File: src/rtl/cache_dma_sequencer.sv
// Descriptor queue and dispatcher in front of the memory-to-cache connector.
// The CPU stages fields through a register port and pushes them; entries issue one at a time.
module cache_dma_sequencer #(
  parameter int DEPTH = 4,
  parameter int LW    = 2
) (
  input  logic        clock,
  input  logic        reset,
  input  logic        reg_wen,
  input  logic [2:0]  reg_addr,
  input  logic [15:0] reg_wdata,
  output logic [15:0] reg_rdata,
  output logic        irq,
  input  logic        is_running,
  output logic        start_operation,
  output logic        new_wren,
  output logic [21:0] new_mem_addr,
  output logic [15:0] new_cache_addr,
  output logic [15:0] new_count
);

  // state   | meaning
  // S_IDLE  | waiting for a queued descriptor and an idle connector
  // S_START | start pulse out, new_* hold the popped descriptor
  // S_WAIT  | connector busy; first idle cycle counts a completion
  typedef enum logic [1:0] {S_IDLE, S_START, S_WAIT} state_t;

  localparam int EW = 55;
  localparam logic [LW:0] FULL_LVL = DEPTH[LW:0];

  state_t state_q, state_d;

  logic [21:0]   mem_q;
  logic [15:0]   cache_q, count_q, done_q, done_d;
  logic [EW-1:0] fifo_q [DEPTH];
  logic [LW-1:0] wr_ptr_q, rd_ptr_q;
  logic [LW:0]   level_q, level_d;
  logic          ovf_q, pend_q, pend_d, irq_en_q;
  logic [15:0]   rdata_d;

  logic empty, full, pop, push_req, push_real, push_zero, push_ok, ovf_set, complete, busy;
  logic [1:0] done_inc;

  assign empty     = (level_q == '0);
  assign full      = (level_q == FULL_LVL);
  assign pop       = (state_q == S_IDLE) && !empty && !is_running;
  assign push_req  = reg_wen && (reg_addr == 3'd4);
  assign push_zero = push_req && (count_q == 16'd0);
  assign push_real = push_req && (count_q != 16'd0);
  assign push_ok   = push_real && (!full || pop);
  assign ovf_set   = push_real && full && !pop;
  assign complete  = (state_q == S_WAIT) && !is_running;
  assign busy      = !empty || (state_q != S_IDLE);

  always_ff @(posedge clock) begin
    if (reset) state_q <= S_IDLE;
    else       state_q <= state_d;
  end

  always_comb begin
    state_d = state_q;
    case (state_q)
      S_IDLE:  if (pop) state_d = S_START;
      S_START: state_d = S_WAIT;
      S_WAIT:  if (!is_running) state_d = S_IDLE;
      default: state_d = S_IDLE;
    endcase
  end

  always_comb begin
    start_operation = (state_q == S_START);
  end

  always_comb begin
    level_d = level_q;
    case ({push_ok, pop})
      2'b10:   level_d = level_q + 1'b1;
      2'b01:   level_d = level_q - 1'b1;
      default: level_d = level_q;
    endcase
    done_inc = {1'b0, complete} + {1'b0, push_zero};
    done_d   = done_q + {14'd0, done_inc};
    // A completion outranks a same-cycle software clear.
    pend_d = pend_q;
    if (reg_wen && reg_addr == 3'd5 && reg_wdata[3]) pend_d = 1'b0;
    if (complete || push_zero)                        pend_d = 1'b1;
  end

  always_ff @(posedge clock) begin
    if (push_ok) fifo_q[wr_ptr_q] <= {reg_wdata[0], mem_q, cache_q, count_q};
  end

  always_ff @(posedge clock) begin
    if (reset) begin
      mem_q          <= '0;
      cache_q        <= '0;
      count_q        <= '0;
      wr_ptr_q       <= '0;
      rd_ptr_q       <= '0;
      level_q        <= '0;
      ovf_q          <= 1'b0;
      pend_q         <= 1'b0;
      irq_en_q       <= 1'b0;
      done_q         <= '0;
      new_wren       <= 1'b0;
      new_mem_addr   <= '0;
      new_cache_addr <= '0;
      new_count      <= '0;
    end else begin
      if (reg_wen) begin
        case (reg_addr)
          3'd0: mem_q[15:0]  <= reg_wdata;
          3'd1: mem_q[21:16] <= reg_wdata[5:0];
          3'd2: cache_q      <= reg_wdata;
          3'd3: count_q      <= reg_wdata;
          3'd5: if (reg_wdata[2]) ovf_q <= 1'b0;
          3'd6: irq_en_q     <= reg_wdata[0];
          default: ;
        endcase
      end
      if (ovf_set) ovf_q <= 1'b1;
      if (push_ok) wr_ptr_q <= wr_ptr_q + 1'b1;
      if (pop) begin
        rd_ptr_q <= rd_ptr_q + 1'b1;
        {new_wren, new_mem_addr, new_cache_addr, new_count} <= fifo_q[rd_ptr_q];
      end
      level_q <= level_d;
      pend_q  <= pend_d;
      done_q  <= done_d;
    end
  end

  always_comb begin
    rdata_d = '0;
    case (reg_addr)
      3'd0: rdata_d = mem_q[15:0];
      3'd1: rdata_d = {10'd0, mem_q[21:16]};
      3'd2: rdata_d = cache_q;
      3'd3: rdata_d = count_q;
      3'd4: rdata_d = 16'(level_q);
      3'd5: rdata_d = {12'd0, pend_q, ovf_q, full, busy};
      3'd6: rdata_d = {15'd0, irq_en_q};
      3'd7: rdata_d = done_q;
      default: rdata_d = '0;
    endcase
  end

  always_ff @(posedge clock) begin
    if (reset) reg_rdata <= '0;
    else       reg_rdata <= rdata_d;
  end

  assign irq = irq_en_q & pend_q;

endmodule

File: config.mk
export PLATFORM = sky130hd
export DESIGN_NAME = cache_dma_sequencer
export DESIGN_NICKNAME = d
export VERILOG_FILES = /design/src/rtl/cache_dma_sequencer.sv
export SDC_FILE = /design/constraint.sdc
export NUM_CORES = 1
export LEC_CHECK = 0
export BUFFER_PORTS_ARGS = -buffer_cell sky130_fd_sc_hd__buf_2
export CORE_UTILIZATION = 60
export DETAILED_ROUTE_END_ITERATION = 16
export GPL_ROUTABILITY_DRIVEN = 0
export PLACE_DENSITY = 0.81
export SETUP_SLACK_MARGIN = 0.2
export SLEW_MARGIN = 25
export SYNTH_ARGS = -nofsm -noshare
export SYNTH_HDL_FRONTEND = slang
export SYNTH_SLANG_ARGS = --single-unit
File: constraint.sdc
create_clock -name clock -period 8.8 [get_ports clock]
set_input_delay 2.2 -clock clock [delete_from_list [all_inputs] [get_ports clock]]
set_output_delay 2.2 -clock clock [all_outputs]
set_load 0.03 [all_outputs]
# Yosys cells after proc, flatten, opt, wreduce, memory -nomap -nowiden
# Memory sizes are Yosys's and may differ from the RTL's. A register that Yosys moved wholly into a read port is not among the register bits.
# Cells that the tools add are included.
op_classes:
  n_addsub: 6
  n_eq_ne: 14
  muxes: 13
  n_bitwise: 1
  n_reduce_logical: 36
op_table:
  columns: ["operator", "count"]
  rows:
  - ["16-bit case mux with 8 select lines", 1]
  - ["16-bit by 2-bit adder with 16-bit output", 1]
  - ["16-bit zero test", 1]
  - ["16-bit nonzero test", 1]
  - ["3-bit == test (second input constant)", 5]
  - ["2-bit AND reduction", 6]
  - ["2-bit nonzero test", 6]
  - ["1-bit logical AND", 11]
  - ["1-bit 2-to-1 mux", 8]
  - ["3-bit by 2-bit == test with 1-bit output (second input constant)", 2]
  - ["3-bit zero test", 2]
  - ["2-bit case mux with 3 select lines", 1]
  - ["3-bit case mux with 2 select lines", 1]
  - ["2-bit by 1-bit adder with 2-bit output (second input constant)", 2]
  - ["2-bit by 1-bit == test with 1-bit output (second input constant)", 2]
  - ["2-bit == test (second input constant)", 2]
  - ["1-bit zero test", 4]
  - ["2-bit 2-to-1 mux", 2]
  - ["2-bit inequality test (second input constant)", 2]
  - ["3-bit by 1-bit adder with 3-bit output (second input constant)", 1]
  - ["3-bit by 1-bit == test with 1-bit output (second input constant)", 1]
  - ["1-bit logical OR", 3]
  - ["3-bit AND reduction", 1]
  - ["3-bit by 1-bit subtractor with 3-bit output (second input constant)", 1]
  - ["other kinds (3)", 3]
word_totals:
  register_bits: 98
  ram_bits: 220
  inputBits: 23
  out_inout_bits: 73
  mem_count: 1
mem_list:
  columns: ["name", "depth", "word_bits", "rd", "rd_clocked_by_memory_dff", "wr", "line", "source"]
  rows:
  - ["fifo_q", 4, 55, 1, 1, 1, "35", "logic [EW-1:0] fifo_q [DEPTH];"]

# Depth between registers and ports, before layout
# Gate-level depths: netlist of run 1.
depth:
  word_depth: 8
  ltp_mapped: 11

# Worst setup path before layout of run 1
# No wires, ideal clock.
synth_timing:
  kind: "input port to flip-flop"
  start: "input port reg_addr[0]"
  end: "memory fifo_q[0][0] (enable)"
  setup_time_ns: 0.418
  arrival_ns: 4.291
  slack_ns: 4.090
  stages: 5
  n_path_buf: 1
  cell_sequence: "buf_2 -> and4bb_2 -> o21ai_0 -> nor2_2 -> and2_1"
synth_between:
  elab_chain_cells: 6
synth_lines:
  columns: ["element", "line", "source"]
  rows:
  - ["start, declared", "10", "input logic [2:0] reg_addr,"]
  - ["3-bit == test", "47", "assign push_req = reg_wen && (reg_addr == 3'd4);"]
  - ["1-bit logical AND", "47", null]
  - ["1-bit logical AND", "49", "assign push_real = push_req && (count_q != 16'd0);"]
  - ["1-bit logical AND", "50", "assign push_ok = push_real && (!full || pop);"]
  - ["1-bit 2-to-1 mux", "90", "if (push_ok) fifo_q[wr_ptr_q] <= {reg_wdata[0], mem_q, cache_q, count_q};"]
  - ["1-bit 2-to-1 mux (implied by the code)", "90", null]
  - ["end, declared", "35", null]
# No other way between the ends.

# Worst setup path after layout of run 1
layout_timing:
  start: "input port reg_addr[2]"
  end: "memory fifo_q[3][29] (enable)"
# Same word-level chain as after synthesis.

==> results.yml, run 1 <==
die:
  fp.dieW_microns: 156
  core-area_sq_um: 22800
  die_h_microns: 156
  rows: 55
  ios: 96
  initial_core_util: 0.619
  die_area_sq_um: 24200
timing:
  max_freq_ghz: 0.238
  worst_pin_slew_ps: 918
  setup_viol: 0
  skew_ps: 29.1
  drv_slew: 0
  finalSetupTns_ps: 0
  hold_viol_final: 0
  period_minus_slack_ps: 4200
  max-slew-margin-rel: 0.388
  timing.final.crit_share: 0.477
  rsz0062_at_grt: "false"
clock_tree:
  cts_tree: "built"
  clk_latency_ps: 530
  cts.sinks: 373
  clk_transition_reported_paths_ps: 60
  cts_setup_buffers: 0
  cts_buffer_depth: 3
  clock-root-buffer: "clkbuf_16"
  cts_htree_levels: 2
  cts_resized: 0
  cts_made_buffers: 37
  ctsHoldBuffers: 0
setup_path:
  ff2ff_path_depth: 10
  r2r_start: "count_q[2]"
  crit_end: "fifo_q[3][29]"
  ff2ff_setup_slack_ps: 6050
  path_class: "in2reg"
  setup.worst_path.start: "reg_addr[2]"
  worstPathMaxFanout: 55
  crit_path_end_kind: "flop"
  r2r_end: "done_q[14]"
  required_ps: 8940
  critPathArrivalTime_ps: 4340
  start_kind: "input pin"
global_routing:
  grt_antenna_before_repair: 0
  grt_overflow_total: 0
  grt_max_degree: 80
  grt_usage: 0.269
  grt_pass1_vias: 8601
  grt_pass1_wl_mm: 48.6
logic_synthesis:
  async_flop_share: 0
  synth-main-ff-cell: "edfxtp_1"
  syn_nets: 1082
  synthCells: 1051
  yosys_warnings: 0
  synth_cell_types: 50
  synth_edf_count: 220
  avgSynthCellArea_sq_um: 13.5
  synth_area_sq_um: 14100
  synth_seq_cells: 373
  yosysSeqAreaShare: 0.684
cells_and_area:
  layout-drive-gt1-share: 0.210
  final_common_cell: "edfxtp_1"
  fin_nets: 1163
  antenna_cells: 0
  area_growth_syn_to_layout_pct: 13.0
  postLayoutCellArea_sq_um: 16000
  final_cell_mix: "edfxtp_1, nand2_1, dfxtp_1"
placed_design:
  dpl_cell_area_sq_um: 14800
  io_buffer_count: 95
  hpwlAfterDp_mm: 18.9
drt:
  wl_per_cell_microns: 21.4
  via_per_inst: 5.95
  vias: 8763
  ant_nets: 0
  wl_mm: 31.5
  drt-initial-drc-count: 977
  drc: 0
  drt_first_pass_iters: 5
pwr:
  irDropWorstVdd_mv: 0.191
  power.density_nw_per_um2: 224
  power_leakage_uw: 0.00529
outcome:
  status: "completed"
hold_path:
  min_path_type: "reg2reg"
job:
  maxCapViolations: 0
area by class of cell:
cell class	count	area, sq um
flip-flops and latches	373	9670
fillers	1503	6860
multi-input cells	602	4120
clock buffers	56	1090
repair buffers	104	546
well taps	313	392
clock inverters	11	115
inverters	14	52.6
synthesized netlist by cell type (4+ instances only):
master | number | share of area
nor2b_1 | 8 | 0.0035
ha_1 | 6 | 0.0053
nor4_1 | 7 | 0.0031
dfxtp_1 | 153 | 0.22
mux2i_1 | 14 | 0.0099
nand3_1 | 19 | 0.0067
nand2_1 | 220 | 0.058
a211oi_1 | 13 | 0.0069
nand4_1 | 5 | 0.0022
mux4_2 | 56 | 0.089
o21ai_0 | 16 | 0.0057
nor2_1 | 54 | 0.014
buf_6 | 6 | 0.0048
xnor2_1 | 11 | 0.0068
a21oi_1 | 111 | 0.039
and2_1 | 6 | 0.0027
nor3_1 | 7 | 0.0025
buf_2 | 23 | 0.0081
clkbuf_1 | 25 | 0.0066
mux2_2 | 13 | 0.010
nand2b_1 | 4 | 0.0018
buf_4 | 4 | 0.0021
xor2_1 | 6 | 0.0037
inv_1 | 13 | 0.0035
edfxtp_1 | 220 | 0.47
report_power, final:
part           total [uW]  switching (uW)  leakage (uW)  internal, uW
clock                1540             625      0.000595           917
sequential           1880            20.8       0.00316          1860
combinational         161             107       0.00154          53.9
state kept, by name, indices dropped and copies added, names as in the netlist, 3 cells and up:
signal / count
cache_q: 16
new_cache_addr: 16
new_mem_addr: 22
mem_q: 22
reg_rdata: 16
done_q: 16
level_q: 3
count_q: 16
new_count: 16
fifo_q: 220
per-layer routing:
metal	GRT usage	vias up	wire length [microns]
li1	-	3959	-
met1	0.362	4309	12800
met2	0.437	416	15300
met3	0.0442	79	2290
met4	0.121	0	1150
met5	0	-	0
cell families (layout without fill, tap and decap cells):
kind of cell | Yosys count | count (layout) | share of synthesized area
AOI/OAI and AO/OA | 148 | 148 | 0.0562
xor gates and xnor gates | 17 | 17 | 0.0105
adders and majority gates | 8 | 8 | 0.00814
buffers and inverters | 76 | 185 | 0.0266
DFF | 373 | 373 | 0.684
muxes | 83 | 83 | 0.109
and+or+nand+nor | 346 | 346 | 0.106
worst min path at each step:
stage / cells past startpoint / endpoint / slack, ps / start
after global routing: 2 / new_mem_addr[10] / 460 / new_mem_addr[10]
final: 2 / new_count[12] / 450 / new_count[12]
after CTS: 2 / new_mem_addr[11] / 450 / new_mem_addr[11]
after detailed placement: 2 / new_mem_addr[11] / 440 / new_mem_addr[11]
after global placement: 2 / new_cache_addr[6] / 440 / new_cache_addr[6]
after floorplan: 2 / ovf_q / 430 / ovf_q
per-stage QoR:
step,util,std cells,setup WS (ps),hold slack [ps],total power [uW]
after floorplan,-,1051,4090,431,2030
after global placement,0.646,1406,4170,442,2070
after detailed placement,0.646,1406,4160,445,2070
after CTS,0.699,1473,4660,452,3600
after global routing,0.700,1473,4470,462,3680
final,0.700,1473,4600,449,3580
worst max-delay path, cell delays in order:
cell and delay, ps:
buf_2 500, and4bb_2 340, o21ai_0 100, nor2_2 250, and2_2 200, buf_4 680
No activity file was read; power rests on OpenSTA's default activity.
==> run 2: changes to the inputs <==
--- a/config.mk
+++ b/config.mk
@@ -5,11 +5,12 @@
 export SDC_FILE = /design/constraint.sdc
 export NUM_CORES = 1
 export LEC_CHECK = 0
+export ABC_AREA = 1
 export BUFFER_PORTS_ARGS = -buffer_cell sky130_fd_sc_hd__buf_2
-export CORE_UTILIZATION = 60
+export CORE_UTILIZATION = 54
 export DETAILED_ROUTE_END_ITERATION = 16
 export GPL_ROUTABILITY_DRIVEN = 0
-export PLACE_DENSITY = 0.81
+export PLACE_DENSITY = 0.77
 export SETUP_SLACK_MARGIN = 0.2
 export SLEW_MARGIN = 25
 export SYNTH_ARGS = -nofsm -noshare
==> constraint.sdc (replaced) <==
create_clock -name clock -period 3.37 [get_ports clock]
set_input_delay 0.8425 -clock clock [delete_from_list [all_inputs] [get_ports clock]]
set_output_delay 0.8425 -clock clock [all_outputs]
set_load 0.03 [all_outputs]
==> run 2 against run 1 <==
Compared with the run above:
- flip-flop and latch count is the same
- synthesized cell count up 30%
- clock skew down 8.6 ps
- count of clock-buffer cells in the layout shrank 6
- first-iteration DRC count grew 19%
- critical path depth grew 6
==> results.yml, run 2 <==
logic_synthesis:
  synth_top_area_share: 0.464
  synth_seq_cells: 373
  yosysMostFrequentCell: "nor2_1"
  yosysSeqAreaShare: 0.679
  async_flop_share: 0
  synthCells: 1371
  syn_nets: 1402
  synth_area_sq_um: 14200
  synth_cell_types: 35
  synth-main-ff-cell: "edfxtp_1"
  synthTopCellsByCount: "nor2_1, edfxtp_1, o21ai_0, dfxtp_1, nand2_1"
  synth_edf_count: 220
  avgSynthCellArea_sq_um: 10.4
  synth.area.top_cells: "edfxtp_1, dfxtp_1, nor2_1"
  netlist.top_cell.by_area: "edfxtp_1"
  yosys_warnings: 0
clock_tree:
  clk_transition_reported_paths_ps: 60
  cts_made_buffers: 38
  clock-root-buffer: "clkbuf_16"
  ctsHoldBuffers: 0
  cts_buffer_depth: 3
  cts_resized: 0
  cts.sinks: 373
  cts_setup_buffers: 0
  cts_tree: "built"
  cts_htree_levels: 2
  clk_latency_ps: 530
drt:
  wl_per_cell_microns: 18.7
  wl_mm: 34.0
  drt_first_pass_iters: 5
  drc: 0
  drt-initial-drc-count: 1165
  ant_nets: 0
  vias: 10500
  via_per_inst: 5.80
placed_design:
  io_buffer_count: 95
  hpwlAfterDp_mm: 20.8
  dpl_cell_area_sq_um: 15000
die:
  ios: 96
  core-area_sq_um: 26000
  die_h_microns: 164
  fp.dieW_microns: 164
  die_area_sq_um: 27000
  rows: 59
  initial_core_util: 0.548
setup_path:
  ff2ff_path_depth: 12
  critPathArrivalTime_ps: 3180
  worstPathMaxFanout: 7
  required_ps: 3790
  crit_path_end_kind: "flop"
  start_kind: "flop"
  path_class: "reg2reg"
  ff2ff_setup_slack_ps: 610
cells_and_area:
  antenna_cells: 0
  final_util: 0.627
  largest-register: "fifo_q"
  largest_reg_flops: 220
  fin_nets: 1481
  top_regs: "fifo_q x220, mem_q x22, new_mem_addr x22"
  final_cell_mix: "nor2_1, edfxtp_1, o21ai_0"
  fillers: 2003
  area_growth_syn_to_layout_pct: 14.4
  final_common_cell: "nor2_1"
  postLayoutCellArea_sq_um: 16300
  layout-drive-gt1-share: 0.136
timing:
  period_minus_slack_ps: 2760
  max_freq_ghz: 0.362
  timing.final.crit_share: 0.819
  max-slew-margin-rel: 0.426
  setup_viol: 0
  hold_viol_final: 0
  finalSetupTns_ps: 0
  rsz0062_at_grt: "false"
  drv_slew: 0
  skew_ps: 20.5
  worst_pin_slew_ps: 861
global_routing:
  grt_pass1_wl_mm: 52.2
  grt_max_degree: 112
  grt_antenna_before_repair: 0
  grt_pass1_vias: 9681
  grt_usage: 0.256
  grt_overflow_total: 0
hold_path:
  min_path_type: "reg2reg"
  holdPathStages: 2
pwr:
  p_sw_frac: 0.227
  combPwrFrac: 0.063
  irDropWorstVdd_mv: 0.397
  internal_power_uw: 7550
  power_leakage_uw: 0.00620
  switchingPower_uw: 2210
  power.density_nw_per_um2: 599
  totalPowerFinal_uw: 9760
  p_clk_frac: 0.430
  seqPwrFrac: 0.507
job:
  maxCapViolations: 0
outcome:
  status: "completed"
==> run 2: per-layer routing <==
layer,global-route usage,vias up,share of wire
li1,-,4907,-
met1,0.352,5016,0.41
met2,0.415,532,0.47
met3,0.0369,72,0.082
met4,0.0939,0,0.032
met5,0,-,0
==> run 2: worst paths after layout <==
check,from,endpoint
worst max register to register,count_q[15],done_q[10]
worst min register to register,ovf_q,ovf_q
worst min-delay path,ovf_q,ovf_q
worst max-delay path,count_q[15],done_q[10]
==> run 2: power groups by stage <==
| stage | clock network [uW] | logic [uW] | registers [uW] |
|---|---|---|---|
| 3_5_place_dp | 0 | 603 | 5050 |
| 4_1_cts | 4240 | 608 | 4950 |
| 5_1_grt | 4430 | 673 | 4960 |
| 2_1_floorplan | 0 | 319 | 5130 |
| 3_3_place_gp | 0 | 595 | 5040 |
| 6_report | 4200 | 611 | 4950 |
==> run 2: critical path: stages (launching register included) <==
cell and delay (ps):
dfxtp_1 410, nor2_1 130, nand2_1 60, nor2_1 270, nand3_1 180, fa_1 410, inv_1 70, ha_1 180
nand3_1 140, nor3_1 420, nand2_1 140, o21ai_0 190, a21oi_1 50
==> run 2: area by class of cell <==
cell class,instances,area (sq um),share of cell area
inverters,62,234,0.0144
well taps,335,419,0.0257
multi-input cells,856,4010,0.246
repair buffers,119,697,0.0428
clock buffers,50,1040,0.0636
flip-flops and latches,373,9670,0.594
clock inverters,19,219,0.0134
==> run 2: cells by family (layout without fill, tap and decap cells) <==
family	Yosys count	in the layout	synth area share
DFF	373	373	0.679
AOI/OAI and AO/OA	357	357	0.132
adders and majority gates	8	8	0.00809
xor gates and xnor gates	2	2	0.00123
and+or+nand+nor	489	489	0.138
buffers and inverters	142	250	0.0413
==> run 2: through the flow <==
stage	std cells	hold WS [ps]	worst slack, ps
after global routing	1814	480	341
after CTS	1814	465	648
after detailed placement	1745	456	108
after global placement	1745	452	225
final	1814	465	611
after floorplan	1371	444	-148
==> run 3: changes to the inputs <==
--- a/config.mk
+++ b/config.mk
@@ -7,10 +7,10 @@
 export LEC_CHECK = 0
 export ABC_AREA = 1
 export BUFFER_PORTS_ARGS = -buffer_cell sky130_fd_sc_hd__buf_2
-export CORE_UTILIZATION = 54
+export CORE_UTILIZATION = 60
 export DETAILED_ROUTE_END_ITERATION = 16
 export GPL_ROUTABILITY_DRIVEN = 0
-export PLACE_DENSITY = 0.77
+export PLACE_DENSITY = 0.81
 export SETUP_SLACK_MARGIN = 0.2
 export SLEW_MARGIN = 25
 export SYNTH_ARGS = -nofsm -noshare
==> constraint.sdc (replaced) <==
create_clock -name clock -period 2.9 [get_ports clock]
set_input_delay 0.725 -clock clock [delete_from_list [all_inputs] [get_ports clock]]
set_output_delay 0.725 -clock clock [all_outputs]
set_load 0.03 [all_outputs]
==> run 3 against run 2 <==
Compared with the run above:
- first-iteration DRC count increased by 8.4%
- sequential power is 16% higher
- cell count decreased by 1.0%
- maximum frequency rose by 13%
- highest routed layer unchanged
- global-route usage up 2.5 points
- clock skew decreased by 0.51 ps
- critical path type unchanged
- worst setup slack got worse by 160 ps
- design area hardly changed
==> results.yml, run 3 (synthesis gave the netlist of run 2 again) <==
global_routing:
  grt_pass1_vias: 9707
  grt_max_degree: 112
  grt_overflow_total: 0
  grt_pass1_wl_mm: 51.9
  grt_antenna_before_repair: 1
  grt_usage: 0.281
die:
  die_area_sq_um: 24300
  core-area_sq_um: 23000
  ios: 96
  initial_core_util: 0.619
  die_h_microns: 156
  rows: 55
  fp.dieW_microns: 156
setup_path:
  critPathArrivalTime_ps: 2850
  path_class: "reg2reg"
  crit_path_end_kind: "flop"
  critPathSlowestCell: "fa_1"
  critical_path_buf_inv_count: 1
  r2r_start: "count_q[9]"
  ff2ff_path_depth: 12
  ff2ff_setup_slack_ps: 450
  r2r_end: "level_q[2]"
  start_kind: "flop"
  critPathTopFamily: "simple AND/OR/NAND/NOR gates"
  setup.worst_path.start: "count_q[9]"
  worstPathMaxFanout: 7
  slowest_delay_ps: 390
  worstPathCellList: "nor2_1 -> nand2_1 -> nor2_2 -> nand2_1 -> nand3_4 -> ha_1 -> inv_1 -> fa_1 -> a21oi_1 -> o21ai_0 -> o21ai_0 -> a21oi_1"
  required_ps: 3300
clock_tree:
  cts_resized: 0
  cts_setup_buffers: 0
  ctsHoldBuffers: 0
  clk_latency_ps: 520
  cts_buffer_depth: 3
  cts.sinks: 373
  cts_tree: "built"
  cts_made_buffers: 37
  clock-root-buffer: "clkbuf_16"
  clk_transition_reported_paths_ps: 60
  cts_htree_levels: 2
cells_and_area:
  final_cell_mix: "nor2_1, edfxtp_1, o21ai_0"
  instances_no_fill: 1795
  area_growth_syn_to_layout_pct: 14.4
  largest_reg_flops: 220
  largest-register: "fifo_q"
  final_common_cell: "nor2_1"
  top_regs: "fifo_q x220, mem_q x22, new_mem_addr x22"
  layout-drive-gt1-share: 0.142
  fin_nets: 1486
pwr:
  totalPowerFinal_uw: 10900
  power.density_nw_per_um2: 672
  power_leakage_uw: 0.00621
  irDropWorstVdd_mv: 0.443
placed_design:
  io_buffer_count: 95
  hpwlAfterDp_mm: 20.4
  dp_cells: 1729
  dp_slack_ps: 88.1
drt:
  drt-initial-drc-count: 1263
  drc: 0
  wl_mm: 33.5
  ant_nets: 0
  wl_per_cell_microns: 18.7
  vias: 10500
  via_per_inst: 5.85
  drt_first_pass_iters: 5
timing:
  setup_ws_ps: 452
  finalSetupTns_ps: 0
  hold_viol_final: 0
  holdWs_ps: 475
  rsz0062_at_grt: "false"
  skew_ps: 20.0
  worst_pin_slew_ps: 784
  max_freq_ghz: 0.408
  max-slew-margin-rel: 0.477
  setup_viol: 0
  timing.final.crit_share: 0.844
  drv_slew: 0
  period_minus_slack_ps: 2450
hold_path:
  min_path_type: "reg2reg"
  holdPathStages: 2
  min_to: "irq_en_q"
  worstHoldStart: "irq_en_q"
job:
  maxCapViolations: 0
outcome:
  status: "completed"
## run 3: changes by cell type in the layout (fill, tap and decap cells not counted), moves of 3 or more
| cell | before | now |
|---|---|---|
| buf_12 | 3 | 7 |
| bufinv_16 | 4 | 0 |
| clkbuf_8 | 4 | 8 |
| nand3_1 | 42 | 39 |
## run 3: final cells by class
class | count | area (sq um)
repair buffers | 125 | 792
diodes | 1 | 2.50
flip-flops and latches | 373 | 9670
well taps | 313 | 392
clock inverters | 9 | 51.3
fillers | 1630 | 6700
clock buffers | 56 | 1080
inverters | 62 | 234
multi-input cells | 856 | 4060
## run 3: report_power, final
group | switching (uW) | internal [uW]
clock network | 1880 | 2570
logic | 525 | 208
registers | 67.9 | 5680
## run 3: per-layer routing
layer / wire length (microns) / part of all wire / track usage / up-vias
met1: 13500 / 0.40 / 0.384 / 4991
met2: 15700 / 0.47 / 0.445 / 506
met3: 3220 / 0.096 / 0.0550 / 83
li1: - / - / - / 4916
met4: 1090 / 0.033 / 0.111 / 0
met5: 0 / 0 / 0 / -
## run 3: through the flow
stage | util | area (sq um)
after global routing | 0.708 | 16300
after global placement | 0.659 | 15100
final | 0.709 | 16300
after floorplan | - | 14300
after detailed placement | 0.659 | 15100
after CTS | 0.708 | 16300
## run 3: worst reg2reg max path, cell delays in order (launching register included)
cell     delay (ps)
dfxtp_1         380
nor2_1          140
nand2_1          90
nor2_2          210
nand2_1         190
nand3_4         210
ha_1            180
inv_1            70
fa_1            390
a21oi_1         150
o21ai_0         120
o21ai_0         160
a21oi_1          60
## run 3: worst max-delay path by stage
stage,endpoint,slack (ps),cells past startpoint
floorplan,fifo_q[0][0],210,6
global placement,done_q[10],120,13
detailed placement,done_q[10],90,13
CTS,level_q[2],360,12
global route,level_q[2],210,12
finish,level_q[2],450,12
